==> src/rtl/packet_pkg.sv <==
// Shared definitions for the packet framer / deframer pair.
package packet_pkg;

    // Header field layout
    localparam int SEQ_MSB = 31;
    localparam int SEQ_LSB = 16;
    localparam int LEN_MSB = 15;
    localparam int LEN_LSB = 0;

    localparam logic [31:0] FOOTER_WORD_DEF = 32'hFFFF_FFFF;

    typedef enum logic [1:0] {
        IDLE    = 2'd0,
        PAYLOAD = 2'd1,
        FOOTER  = 2'd2,
        DROP    = 2'd3
    } state_t;

    // Per-packet error flags, packed MSB-first as seq, len, footer, oversize
    typedef struct packed {
        logic seq;
        logic len;
        logic footer;
        logic oversize;
    } err_t;

endpackage

==> src/rtl/packet_seq_checker.sv <==
// Tracks the expected sequence number and flags header mismatches.
module packet_seq_checker
    import packet_pkg::*;
(
    input  logic                       clock,
    input  logic                       reset,
    input  logic                       hdr_accept,
    input  logic [SEQ_MSB-SEQ_LSB:0]   seq_in,
    output logic                       seq_err
);

    logic [SEQ_MSB-SEQ_LSB:0] exp_seq;

    assign seq_err = (seq_in != exp_seq);

    // Always follow the received value so one gap reports only once
    always_ff @(posedge clock) begin
        if (reset)
            exp_seq <= '0;
        else if (hdr_accept)
            exp_seq <= seq_in + 1'b1;
    end

endmodule

==> src/rtl/packet_deframer.sv <==
// Receive-side deframer: strips header/footer, forwards payload one cycle
// later and reports per-packet integrity status and counters.
module packet_deframer
    import packet_pkg::*;
#(
    parameter int          MAX_WORDS   = 381,
    parameter logic [31:0] FOOTER_WORD = FOOTER_WORD_DEF
) (
    input  logic        clock,
    input  logic        reset,
    input  logic [31:0] dataIn,
    input  logic        validIn,
    input  logic        lastIn,
    output logic [31:0] payloadData,
    output logic        payloadValid,
    output logic        payloadLast,
    output logic        pktDone,
    output logic        pktOk,
    output logic        errSeq,
    output logic        errLen,
    output logic        errFooter,
    output logic        errOversize,
    output logic [15:0] rxSeq,
    output logic [15:0] rxLen,
    output logic [15:0] goodCount,
    output logic [15:0] badCount
);

    localparam logic [16:0] MAX_W17 = 17'(MAX_WORDS);

    state_t      state;
    logic [15:0] idx;
    err_t        flags;      // accumulating flags of the packet in flight
    err_t        nflags;     // flags including this cycle's word
    logic        fin;
    logic        fwd;
    logic        fwd_last;
    logic        seq_err;
    logic        hdr_accept;
    logic [15:0] hdr_len;
    logic        hdr_over;

    assign hdr_len    = dataIn[LEN_MSB:LEN_LSB];
    // 17-bit compare so LEN=16'hFFFF does not wrap to zero
    assign hdr_over   = ({1'b0, hdr_len} + 17'd1) > MAX_W17;
    assign hdr_accept = validIn && (state == IDLE);

    packet_seq_checker u_seq (
        .clock      (clock),
        .reset      (reset),
        .hdr_accept (hdr_accept),
        .seq_in     (dataIn[SEQ_MSB:SEQ_LSB]),
        .seq_err    (seq_err)
    );

    // Decode the accepted word: error events, forwarding and packet end
    always_comb begin
        nflags   = flags;
        fin      = 1'b0;
        fwd      = 1'b0;
        fwd_last = 1'b0;
        if (validIn) begin
            case (state)
                IDLE: begin
                    nflags = '{seq: seq_err, len: 1'b0, footer: 1'b0, oversize: hdr_over};
                    if (!hdr_over && lastIn) begin
                        nflags.len = 1'b1;
                        fin        = 1'b1;
                    end
                end
                PAYLOAD: begin
                    fwd      = 1'b1;
                    fwd_last = (idx == rxLen) || lastIn;
                    if (lastIn) begin
                        nflags.len = 1'b1;
                        fin        = 1'b1;
                    end
                end
                FOOTER: begin
                    if (lastIn) begin
                        fin = 1'b1;
                        if (dataIn != FOOTER_WORD)
                            nflags.footer = 1'b1;
                    end else begin
                        nflags.footer = 1'b1;
                    end
                end
                DROP: fin = lastIn;
                default: ;
            endcase
        end
    end

    // Packet FSM with registered payload, status and counter outputs
    always_ff @(posedge clock) begin
        if (reset) begin
            state        <= IDLE;
            idx          <= '0;
            flags        <= '0;
            payloadData  <= '0;
            payloadValid <= 1'b0;
            payloadLast  <= 1'b0;
            pktDone      <= 1'b0;
            pktOk        <= 1'b0;
            errSeq       <= 1'b0;
            errLen       <= 1'b0;
            errFooter    <= 1'b0;
            errOversize  <= 1'b0;
            rxSeq        <= '0;
            rxLen        <= '0;
            goodCount    <= '0;
            badCount     <= '0;
        end else begin
            payloadValid <= fwd;
            payloadLast  <= fwd_last;
            pktDone      <= fin;
            if (fwd)
                payloadData <= dataIn;
            if (validIn) begin
                flags <= nflags;
                case (state)
                    IDLE: begin
                        rxSeq <= dataIn[SEQ_MSB:SEQ_LSB];
                        rxLen <= hdr_len;
                        idx   <= '0;
                        if (hdr_over)
                            state <= DROP;
                        else if (!lastIn)
                            state <= PAYLOAD;
                    end
                    PAYLOAD: begin
                        if (lastIn)
                            state <= IDLE;
                        else if (idx == rxLen)
                            state <= FOOTER;
                        else
                            idx <= idx + 16'd1;
                    end
                    FOOTER: state <= lastIn ? IDLE : DROP;
                    DROP:   if (lastIn) state <= IDLE;
                    default: state <= IDLE;
                endcase
            end
            // Status becomes visible only when its packet finishes
            if (fin) begin
                pktOk       <= (nflags == '0);
                errSeq      <= nflags.seq;
                errLen      <= nflags.len;
                errFooter   <= nflags.footer;
                errOversize <= nflags.oversize;
                if (nflags == '0) begin
                    if (goodCount != 16'hFFFF)
                        goodCount <= goodCount + 16'd1;
                end else begin
                    if (badCount != 16'hFFFF)
                        badCount <= badCount + 16'd1;
                end
            end
        end
    end

endmodule
==> config.mk <==
export PLATFORM = sky130hd
export DESIGN_NAME = packet_deframer
export DESIGN_NICKNAME = d
export VERILOG_FILES = /design/src/rtl/packet_pkg.sv /design/src/rtl/packet_seq_checker.sv /design/src/rtl/packet_deframer.sv
export SDC_FILE = /design/constraint.sdc
export NUM_CORES = 1
export LEC_CHECK = 0
export BUFFER_PORTS_ARGS = -buffer_cell sky130_fd_sc_hd__clkbuf_2
export CELL_PAD_IN_SITES_DETAIL_PLACEMENT = 1
export CELL_PAD_IN_SITES_GLOBAL_PLACEMENT = 2
export CORE_MARGIN = 2
export CORE_UTILIZATION = 34
export CTS_CLUSTER_SIZE = 28
export DETAILED_ROUTE_END_ITERATION = 6
export PLACE_DENSITY = 0.87
export REMOVE_ABC_BUFFERS = 1
export SLEW_MARGIN = 20
export SYNTH_ARGS = -nofsm -noshare
export SYNTH_HDL_FRONTEND = slang
export SYNTH_SLANG_ARGS = --single-unit
==> constraint.sdc <==
create_clock -name clock -period 4.62 [get_ports clock]
set_clock_uncertainty 0.1 [all_clocks]
set_input_delay 0.231 -clock clock [delete_from_list [all_inputs] [get_ports clock]]
set_output_delay 0.231 -clock clock [all_outputs]
set_load 0.05 [all_outputs]
==> impl_metrics.ini <==
[synthesis]
yosys_warnings = 0
synth_compound_area_share_pct = 16.1
synth_cell_type_count = 69
seq_area_frac_synth_pct = 41.9
synthesis.area_um2 = 6780
synth_ff_type = dfxtp_1
yosys.area_share.simple_pct = 27.9
synthMuxAreaShare_pct = 1.79
synth_top_family_by_area = simple AND/OR/NAND/NOR gates
syn_area_per_cell_um2 = 7.94
ys_async_sr_fraction_pct = 0
synth_top_area_share_pct = 41.9
syn_inst = 853
synth_edf_count = 0
synth_area_leaders = dfxtp_1 42%, nand2_1 9.3%, a21oi_1 7.5%, xnor2_1 3.5%, nor2_1 3.2%
synth_fa_ha_area_share_pct = 1.11
yosysTopAreaCell = dfxtp_1
synth_seq_cells = 142
yosysMostFrequentCell = nand2_1
synthTopCellsByCount = 168 x nand2_1, 142 x dfxtp_1, 102 x a21oi_1
synthXorXnorAreaFrac_pct = 6.59

[floorplan]
num_rows = 51
core_um2 = 19500
initial_core_util_pct = 34.7
dieArea_um2 = 21100
pin_count = 140
fp.dieW_um = 145
die_h_um = 145

[route]
remaining_drc_errors = 0
drtPass1Iterations = 4
via_per_inst = 5.16
postRouteAntennaNets = 0
wl_um = 20600
first_iter_violations = 301
wire_per_inst_um = 16.5
dr_total_vias = 6434

[timing]
fin_crit_sh_pct = 72.0
finalHoldViolations = 0
slew_headroom_pct = 30.0
fin_ws_ns = 1.29
worstMarginPinSlew_ns = 1.05
period_needed_ns = 3.33
fmax_ghz = 0.301
whs_ns = 0.0159
maxSlewViolCount = 0
setup_viol = 0
rsz0062_at_grt = false
fin_setup_tns_ns = 0

[worst_setup_path]
end_kind = register
cp.arrival_ns = 3.54
worst_ep_required_time_ns = 4.83
critPathMaxFanout = 27
reg2reg_depth = 7
regToRegEndpoint = badCount[5]$_SDFFE_PP0P_
startpoint_type = input port
timing.rr.start = state[0]$_SDFFE_PP0P_
r2r_setup_slack_ns = 1.43
crit_type = input port to register

[layout]
syn2layout_area_growth_pct = 22.3
fillCellCount = 2423
stdcell_area_um2 = 8290
nets = 1010
antenna_cells = 0
drive_gt1_share_pct = 19.7
fin_cells = 1246

[pwr]
p_sw_mw = 0.979
p_seq_share_pct = 41.5
power-per-cell-area_nw_per_um2 = 386
p_clk_share_pct = 43.1
p_leak_nw = 3.24
p_int_mw = 2.22
peakVddDrop_uv = 258
combPwrFrac_pct = 15.3
switching_share_pct = 30.6

[global_routing]
antenna_found_initial = 0
grt_max_degree = 100
grt_pass1_wl_um = 33600
first_global_vias = 6424
gr-usage-all-layers_pct = 19.6
gr-total-overflow = 0

[clock_tree]
clk_latency_ns = 0.43
cts_root_buf = clkbuf_16
clk_path_buf_depth = 2
cts.sinks = 142
cts_inserted_buffers = 17
ctsHtreeMaxLevel = 4
cts_hold_buf = 8
post_cts_buffers = 0
clk_pin_slew_worst_paths_ns = 0.07
cts_resized = 0
cts_tree = built

[placement]
numPortBuffers = 139
placed_area_um2 = 7620
place.gp.congestion = 0.760
place_inst = 1206
dp_hpwl_um = 14200
place_ws_ns = 1.35

[hold_path]
hold_class = input port to register
whs_endpoint = payloadData[26]$_SDFFE_PP0P_
whs_path_depth = 3
timing.hold.worst.start = dataIn[26]

[flow_run]
maxCapViolCount = 0

[outcome]
outcome = finished clean
-- cell families (layout without fill, tap and decap cells) --
kind of cell               count (synthesis)  after routing
xor gates and xnor gates                  51             51
and+or+nand+nor                          387            387
DFF                                      142            142
adders and majority gates                  6              6
AOI/OAI and AO/OA                        180            180
buffers and inverters                     76            204
muxes                                     11             11
-- sequential cells by signal (all words and copies together) (netlist names) --
register,count
u_seq.exp_seq,16
idx,16
pktDone,1
payloadValid,1
rxLen,16
errFooter,1
errLen,1
flags,4
rxSeq,16
payloadData,32
goodCount,16
errOversize,1
badCount,16
pktOk,1
state,2
payloadLast,1
errSeq,1
-- layout by cell type, fill, tap and decap left out, types with 18 or more instances in the layout --
cell type / n
nor2_1: 57
nand3_1: 33
xor2_1: 24
clkbuf_2: 138
a21oi_1: 102
nand2_1: 168
xnor2_1: 27
dfxtp_1: 142
or4_1: 18
-- per-stage QoR --
stage / power [mW] / util [%]
2_1_floorplan: 1.66 / -
3_3_place_gp: 1.83 / 39.0
3_5_place_dp: 1.84 / 39.0
4_1_cts: 3.24 / 42.4
5_1_grt: 3.34 / 42.4
6_report: 3.19 / 42.4
-- how the worst max path moves through the flow --
stage / startpoint / end / slack (ns) / depth (start not counted)
floorplan: state[1]$_SDFFE_PP0P_ / goodCount[11]$_SDFFE_PP0P_ / 0.55 / 6
global placement: dataIn[16] / badCount[5]$_SDFFE_PP0P_ / 1.51 / 9
detailed placement: dataIn[16] / badCount[5]$_SDFFE_PP0P_ / 1.35 / 9
CTS: dataIn[16] / badCount[5]$_SDFFE_PP0P_ / 1.27 / 10
global route: dataIn[16] / badCount[5]$_SDFFE_PP0P_ / 1.0 / 10
finish: dataIn[16] / badCount[5]$_SDFFE_PP0P_ / 1.29 / 10
-- final cells by class --
cell class / count / area [um2] / area share (%)
Sequential cell: 142 / 2840 / 34.3
Clock buffer: 17 / 425 / 5.13
Multi-Input combinational cell: 635 / 3630 / 43.8
Clock inverter: 15 / 159 / 1.92
Inverter: 18 / 67.6 / 0.815
Timing Repair Buffer: 154 / 831 / 10.0
Tap cell: 265 / 332 / 4.00
-- power by group through the flow --
stage	Clock, mW	Sequential (mW)	Combinational (mW)
after floorplan	0	1.46	0.197
after global placement	0	1.35	0.480
after detailed placement	0	1.35	0.488
after CTS	1.42	1.33	0.496
after global routing	1.47	1.33	0.537
final	1.38	1.33	0.489
-- metal layers --
| layer | global-route usage (%) | vias up | part of all wire, % |
|---|---|---|---|
| li1 | - | 3216 | - |
| met1 | 24.7 | 3093 | 46 |
| met2 | 32.6 | 107 | 48 |
| met3 | 5.63 | 18 | 4.8 |
| met4 | 5.93 | 0 | 0.99 |
| met5 | 0 | - | 0 |
-- critical path, stage by stage --
cell	delay, ns
dlygate4sd3_1	0.53
clkbuf_2	0.17
ha_1	0.22
nand2_1	0.14
nor4_2	0.48
a31o_1	0.27
o211ai_1	0.21
o21ai_2	0.80
nor4_1	0.14
mux2_1	0.34
No activity file was read; power rests on OpenSTA's default activity.
